## config.mk

```make
export PLATFORM = sky130hd
export DESIGN_NAME = systolic_pe_os
export DESIGN_NICKNAME = d
export VERILOG_FILES = /design/src/rtl/systolic_pkg.sv /design/src/rtl/systolic_pe_os_mac_sat.sv /design/src/rtl/systolic_pe_os.sv
export SDC_FILE = /design/constraint.sdc
export NUM_CORES = 1
export LEC_CHECK = 0
export CAP_MARGIN = 20
export CORE_MARGIN = 2
export CORE_UTILIZATION = 40
export CTS_BUF_LIST = sky130_fd_sc_hd__clkbuf_16
export DETAILED_ROUTE_END_ITERATION = 8
export DONT_BUFFER_PORTS = 1
export HOLD_SLACK_MARGIN = 0.05
export PLACE_DENSITY = 0.64
export SKIP_LAST_GASP = 1
export SLEW_MARGIN = 10
export SYNTH_ARGS = -nofsm -noshare
export SYNTH_HDL_FRONTEND = slang
export SYNTH_HIERARCHICAL = 1
export SYNTH_SLANG_ARGS = --single-unit
```

## constraint.sdc

```tcl
create_clock -name clk -period 4.7 [get_ports clk]
set_clock_uncertainty 0.2 [all_clocks]
set_input_delay 0.235 -clock clk [delete_from_list [all_inputs] [get_ports clk]]
set_output_delay 0.235 -clock clk [all_outputs]
set_load 0.1 [all_outputs]
```

## src/rtl/systolic_pkg.sv

```systemverilog
// Shared types and helpers for the output-stationary systolic PE.
package systolic_pkg;

    localparam int unsigned DEF_A_W   = 8;
    localparam int unsigned DEF_B_W   = 8;
    localparam int unsigned DEF_ACC_W = 24;
    // Working width for the overflow check; comfortably wider than any supported ACC_W + 1.
    localparam int unsigned SUM_W     = 64;

    typedef enum logic {
        S_RUN   = 1'b0,
        S_DRAIN = 1'b1
    } pe_state_t;

    typedef struct packed {
        logic signed [SUM_W-1:0] sum;
        logic                    ovf;
    } sat_res_t;

    // Adds p to acc, flags results outside the acc_w-bit signed range and optionally clamps.
    // In wrap mode the caller truncates sum to acc_w bits.
    function automatic sat_res_t sat_add(input logic signed [SUM_W-1:0] acc,
                                         input logic signed [SUM_W-1:0] p,
                                         input int unsigned             acc_w,
                                         input logic                    sat);
        sat_res_t                res;
        logic signed [SUM_W-1:0] s;
        logic signed [SUM_W-1:0] maxv;
        logic signed [SUM_W-1:0] minv;
        s        = acc + p;
        maxv     = (SUM_W'(64'sd1) <<< (acc_w - 32'd1)) - SUM_W'(64'sd1);
        minv     = -maxv - SUM_W'(64'sd1);
        res.ovf  = (s > maxv) || (s < minv);
        res.sum  = s;
        if (res.ovf && sat) begin
            res.sum = (s > maxv) ? maxv : minv;
        end
        return res;
    endfunction

endpackage

```

## src/rtl/systolic_pe_os_mac_sat.sv

```systemverilog
// Combinational signed multiply and saturating/wrapping accumulate for one PE.
module mac_sat
    import systolic_pkg::*;
#(
    parameter int unsigned A_W   = DEF_A_W,
    parameter int unsigned B_W   = DEF_B_W,
    parameter int unsigned ACC_W = DEF_ACC_W,
    parameter bit          SAT   = 1'b1
) (
    input  logic signed [A_W-1:0]   a,
    input  logic signed [B_W-1:0]   b,
    input  logic signed [ACC_W-1:0] acc,
    output logic signed [ACC_W-1:0] prod_c,
    output logic signed [ACC_W-1:0] sum_c,
    output logic                    ovf_c
);

    localparam int unsigned P_W = A_W + B_W;

    logic signed [P_W-1:0] prod;
    sat_res_t              res;

    always_comb begin
        prod   = P_W'(a) * P_W'(b);
        prod_c = ACC_W'(prod);
        res    = sat_add(SUM_W'(acc), SUM_W'(prod), ACC_W, SAT);
        sum_c  = ACC_W'(res.sum);
        ovf_c  = res.ovf;
    end

endmodule

```

## src/rtl/systolic_pe_os.sv

```systemverilog
// Output-stationary PE: operand forwarding, local accumulate, and a psum drain chain.
module systolic_pe_os
    import systolic_pkg::*;
#(
    parameter int unsigned A_W   = DEF_A_W,
    parameter int unsigned B_W   = DEF_B_W,
    parameter int unsigned ACC_W = DEF_ACC_W,
    parameter bit          SAT   = 1'b1
) (
    input  logic                    clk,
    input  logic                    rst_n,
    input  logic                    en,
    input  logic                    clr,
    input  logic                    drain,
    input  logic signed [A_W-1:0]   a_in,
    input  logic                    a_vld_in,
    input  logic signed [B_W-1:0]   b_in,
    input  logic                    b_vld_in,
    input  logic signed [ACC_W-1:0] psum_in,
    input  logic                    psum_vld_in,
    output logic signed [A_W-1:0]   a_out,
    output logic                    a_vld_out,
    output logic signed [B_W-1:0]   b_out,
    output logic                    b_vld_out,
    output logic signed [ACC_W-1:0] psum_out,
    output logic                    psum_vld_out,
    output logic signed [ACC_W-1:0] acc_out,
    output logic                    ovf
);

    if ((ACC_W < A_W + B_W) || (ACC_W >= SUM_W)) begin : g_width_check
        $error("systolic_pe_os: ACC_W must satisfy A_W+B_W <= ACC_W < 64");
    end

    pe_state_t               state_q;
    pe_state_t               state_d;
    logic signed [ACC_W-1:0] acc_d;
    logic                    ovf_d;
    logic signed [ACC_W-1:0] psum_d;
    logic                    psum_vld_d;
    logic signed [ACC_W-1:0] prod_c;
    logic signed [ACC_W-1:0] sum_c;
    logic                    sum_ovf_c;
    logic                    prod_vld_c;

    assign prod_vld_c = a_vld_in & b_vld_in;

    mac_sat #(
        .A_W   (A_W),
        .B_W   (B_W),
        .ACC_W (ACC_W),
        .SAT   (SAT)
    ) u_mac (
        .a      (a_in),
        .b      (b_in),
        .acc    (acc_out),
        .prod_c (prod_c),
        .sum_c  (sum_c),
        .ovf_c  (sum_ovf_c)
    );

    // Next-state and datapath selection; drain outranks clr, clr outranks accumulate.
    always_comb begin
        state_d    = state_q;
        acc_d      = acc_out;
        ovf_d      = ovf;
        psum_d     = psum_out;
        psum_vld_d = 1'b0;
        unique case (state_q)
            S_RUN: begin
                if (drain) begin
                    psum_d     = acc_out;
                    psum_vld_d = 1'b1;
                    acc_d      = '0;
                    ovf_d      = 1'b0;
                    state_d    = S_DRAIN;
                end else if (clr) begin
                    acc_d = prod_vld_c ? prod_c : '0;
                    ovf_d = 1'b0;
                end else if (prod_vld_c) begin
                    acc_d = sum_c;
                    ovf_d = ovf | sum_ovf_c;
                end
            end
            S_DRAIN: begin
                psum_d     = psum_in;
                psum_vld_d = psum_vld_in;
                if (!drain) begin
                    state_d    = S_RUN;
                    psum_vld_d = 1'b0;
                end
            end
            default: state_d = S_RUN;
        endcase
    end

    // All state, including the forwarding registers, holds while en is low.
    always_ff @(posedge clk or negedge rst_n) begin
        if (!rst_n) begin
            state_q      <= S_RUN;
            acc_out      <= '0;
            ovf          <= 1'b0;
            psum_out     <= '0;
            psum_vld_out <= 1'b0;
            a_out        <= '0;
            a_vld_out    <= 1'b0;
            b_out        <= '0;
            b_vld_out    <= 1'b0;
        end else if (en) begin
            state_q      <= state_d;
            acc_out      <= acc_d;
            ovf          <= ovf_d;
            psum_out     <= psum_d;
            psum_vld_out <= psum_vld_d;
            a_out        <= a_in;
            a_vld_out    <= a_vld_in;
            b_out        <= b_in;
            b_vld_out    <= b_vld_in;
        end
    end

endmodule
```

==> flow_summary.json <==
{
  "outcome": "complete, but fails checks",
  "violations": "negative setup slack",
  "critPathRequiredTime_ns": 4.77,
  "overflow": 0,
  "worstPathArrival_ns": 6.35,
  "antenna_found_initial": 0,
  "cts_tree": "built",
  "synth_edf_count": 0,
  "diodes": 0,
  "htreeDepth": 3,
  "hold_viol_final": 0,
  "reg2reg_slack_ns": 0.98,
  "core.rowCount": 49,
  "ys_types": 61,
  "clock.fmax_mhz": 159.4,
  "path_clk_slew_ns": 0.06,
  "tightest_slew_ns": 1.071,
  "place.gp.congestion": 0.8682,
  "critPathSlowestCell": "or4b_4",
  "r2r_start": "acc_out[17]$_DFFE_PN0P_",
  "ys_seq_area_share_pct": 23.13,
  "drtAntennaViolNets": 0,
  "syn-cell-area_sq_mm": 0.007466,
  "r2r_cells": 13,
  "synthesis.nets": 928,
  "cts-root-buf": "clkbuf_16",
  "wl_per_cell_um": 16.98,
  "die_h_um": 140.6,
  "viasPerCell": 5.171,
  "multi_input_area_sq_mm": 0.005664,
  "hold_depth": 3,
  "grt_max_degree": 70,
  "drtIter0Drc": 330,
  "area_growth_syn_to_layout_pct": 36.28,
  "n_fill_cell": 1528,
  "crit_path_max_incr_delay_ns": 0.56,
  "final.setup.tns_ns": -37.41,
  "drv_slew": 0,
  "die_x_um": 140.6,
  "synth_area_per_cell_sq_um": 9.696,
  "fin_crit_ns": 6.273,
  "r2r-end": "acc_out[19]$_DFFE_PN0P_",
  "clk_latency_ns": 0.35,
  "fin_crit_sh_pct": 133.5,
  "clock-sinks": 69,
  "synthFlopType": "dfrtp_1",
  "crit_fanout": 9,
  "drc": 0,
  "ys_ff_latch": 69,
  "grt_pass1_vias": 6473,
  "grt_usage_pct": 20.85,
  "cts.path.max_buffers": 2,
  "start_util_pct": 41.14,
  "routed_wl_um": 20180,
  "async_reset_ff_share_pct": 100.0,
  "finalSetupViolCount": 25,
  "drt_first_pass_iters": 5,
  "port_buffers": 0,
  "fin_ws_ns": -1.573,
  "core-area_sq_mm": 0.01815,
  "crit_path_end_kind": "register",
  "final_nets": 1114,
  "grt_pass1_wl_um": 32930,
  "slew-limit-headroom_pct": 28.60,
  "worstHoldPathType": "in2reg",
  "ios": 116,
  "maxCapViolCount": 0,
  "dp_hpwl_um": 14210,
  "hold_start": "clr",
  "path_class": "in2reg",
  "yosysWarnings": 6,
  "dieArea_sq_mm": 0.01977,
  "numCtsBuffers": 9,
  "syn_inst": 770,
  "hold_end": "acc_out[23]$_DFFE_PN0P_",
  "via_count": 6143,
  "crit_top_cell": "fa_1",
  "register_area_sq_mm": 0.001727,
  "drive_gt1_share_pct": 33.68,
  "rsz0062_at_grt": "true",
  "cp-start-kind": "input port"
}
==> state kept, by name (all words and copies together) (netlist names) <==
| register | cells |
|---|---|
| b_out | 8 |
| state_q | 1 |
| acc_out | 24 |
| psum_vld_out | 1 |
| a_out | 8 |
| psum_out | 24 |
| b_vld_out | 1 |
| ovf | 1 |
| a_vld_out | 1 |
==> metrics by stage <==
| step | area [sq um] | hold WS (ns) | std cells | util [%] | setup slack [ns] |
|---|---|---|---|---|---|
| after floorplan | 7595 | -0.2606 | 770 | - | -1.772 |
| final | 10170 | 0.05633 | 1188 | 56.07 | -1.573 |
| after detailed placement | 8708 | -0.2566 | 1105 | 47.99 | -2.054 |
| after CTS | 9747 | -0.1011 | 1173 | 53.71 | -1.507 |
| after global placement | 8708 | -0.2580 | 1105 | 47.99 | -2.000 |
| after global routing | 10170 | 0.05792 | 1188 | 56.07 | -1.794 |
==> placed cells by master, fill, tap and decap left out, types with 13 or more instances in the layout <==
master	synthesis	routed
fa_1	56	54
ha_1	54	39
a21o_1	17	17
a21oi_2	10	21
dfrtp_1	69	69
o21ai_1	28	30
mux2_1	16	16
inv_1	99	94
nor2b_4	0	13
o2bb2ai_2	20	20
o21ai_2	19	17
xnor2_1	22	19
and2_1	48	43
ha_4	0	14
mux2i_1	26	26
buf_4	13	145
nand2_1	47	47
a21oi_1	43	30
dlygate4sd3_1	0	50
xor2_1	13	13
o21ai_0	19	15
==> metal layers <==
metal / track usage (%) / wire, um
met5: 0 / 0
met4: 6.632 / 344
met3: 4.212 / 740
met2: 35.69 / 9942
met1: 26.61 / 9151
==> cell usage after synthesis, types with 2 or more instances <==
library cell  number  area share [%]
nor2b_1           30             2.5
o2bb2ai_2         20             4.0
o21ai_1           28             1.9
a31oi_1            4            0.34
nand4_1            5            0.42
nor3_1             9            0.60
xor2_1            13             1.5
ha_1              54             9.0
buf_4             13             1.3
a21oi_2           10             1.2
o211ai_1           4            0.40
mux2_2             3            0.45
a21o_1            17             1.7
mux2_1            16             2.4
o21ai_0           19             1.3
o31ai_2            2            0.34
inv_1             99             5.0
o2bb2ai_1          4            0.47
dfrtp_1           69              23
xnor2_1           22             2.6
o21ai_2           19             2.2
mux2i_1           26             3.5
o21bai_1           5            0.50
nor2_1            13            0.65
nand2b_1           4            0.34
and2b_4            5            0.67
and3_1             5            0.42
buf_6              8             1.2
maj3_1             2            0.27
o21a_1             5            0.50
a211oi_1           2            0.20
nand2_1           47             2.4
and2_1            48             4.0
fa_1              56              15
a21oi_1           43             2.9
clkbuf_1           4            0.20
buf_2              9            0.60
nand3_1            5            0.34
==> worst max-delay path: cells and delay by family <==
| family | cells | cell delay [ns] |
|---|---|---|
| xor+xnor | 1 | 0.22 |
| buf+inv | 5 | 0.34 |
| fa+ha+maj | 6 | 2.60 |
| compound gates | 11 | 1.73 |
| simple gates | 6 | 1.22 |
==> cells by family (layout without fill, tap and decap cells) <==
family / Yosys count / after routing / share of synthesized area [%]
flops: 69 / 69 / 23.13
fa+ha+maj: 112 / 112 / 24.33
simple gates: 177 / 177 / 12.92
xor+xnor: 35 / 35 / 4.106
buf+inv: 135 / 324 / 8.480
compound gates: 197 / 197 / 20.68
mux: 45 / 45 / 6.352
==> timing repair <==
item | in CTS | in global routing
gates resized for setup | 41 | 52
hold endpoints to repair | 134 | 27
setup buffers | 4 | 11
setup endpoints to repair | 25 | 25
pin swaps | 27 | 49
cloned | 0 | 0
hold buffers | 50 | 3
==> worst max-delay path by stage <==
stage            start                       to  slack (ns)  cells past startpoint
2_1_floorplan  b_in[2]  acc_out[22]$_DFFE_PN0P_       -1.77                     30
3_3_place_gp   b_in[1]   acc_out[4]$_DFFE_PN0P_       -2.00                     30
3_5_place_dp   b_in[1]   acc_out[4]$_DFFE_PN0P_       -2.05                     30
4_1_cts        b_in[2]  acc_out[22]$_DFFE_PN0P_       -1.51                     30
5_1_grt        b_in[7]   acc_out[4]$_DFFE_PN0P_       -1.79                     26
6_report       a_in[7]   acc_out[4]$_DFFE_PN0P_       -1.57                     29
==> final cells by class <==
class | count | share of cell area, %
Timing Repair Buffer | 210 | 18.10
Inverter | 100 | 3.689
Clock buffer | 9 | 2.213
Tap cell | 229 | 2.816
Multi-Input combinational cell | 566 | 55.67
Sequential cell | 69 | 16.97
Clock inverter | 5 | 0.5411
Power is not shown: default switching activity piles up to over one toggle a cycle in this logic, so the estimate is an artifact.
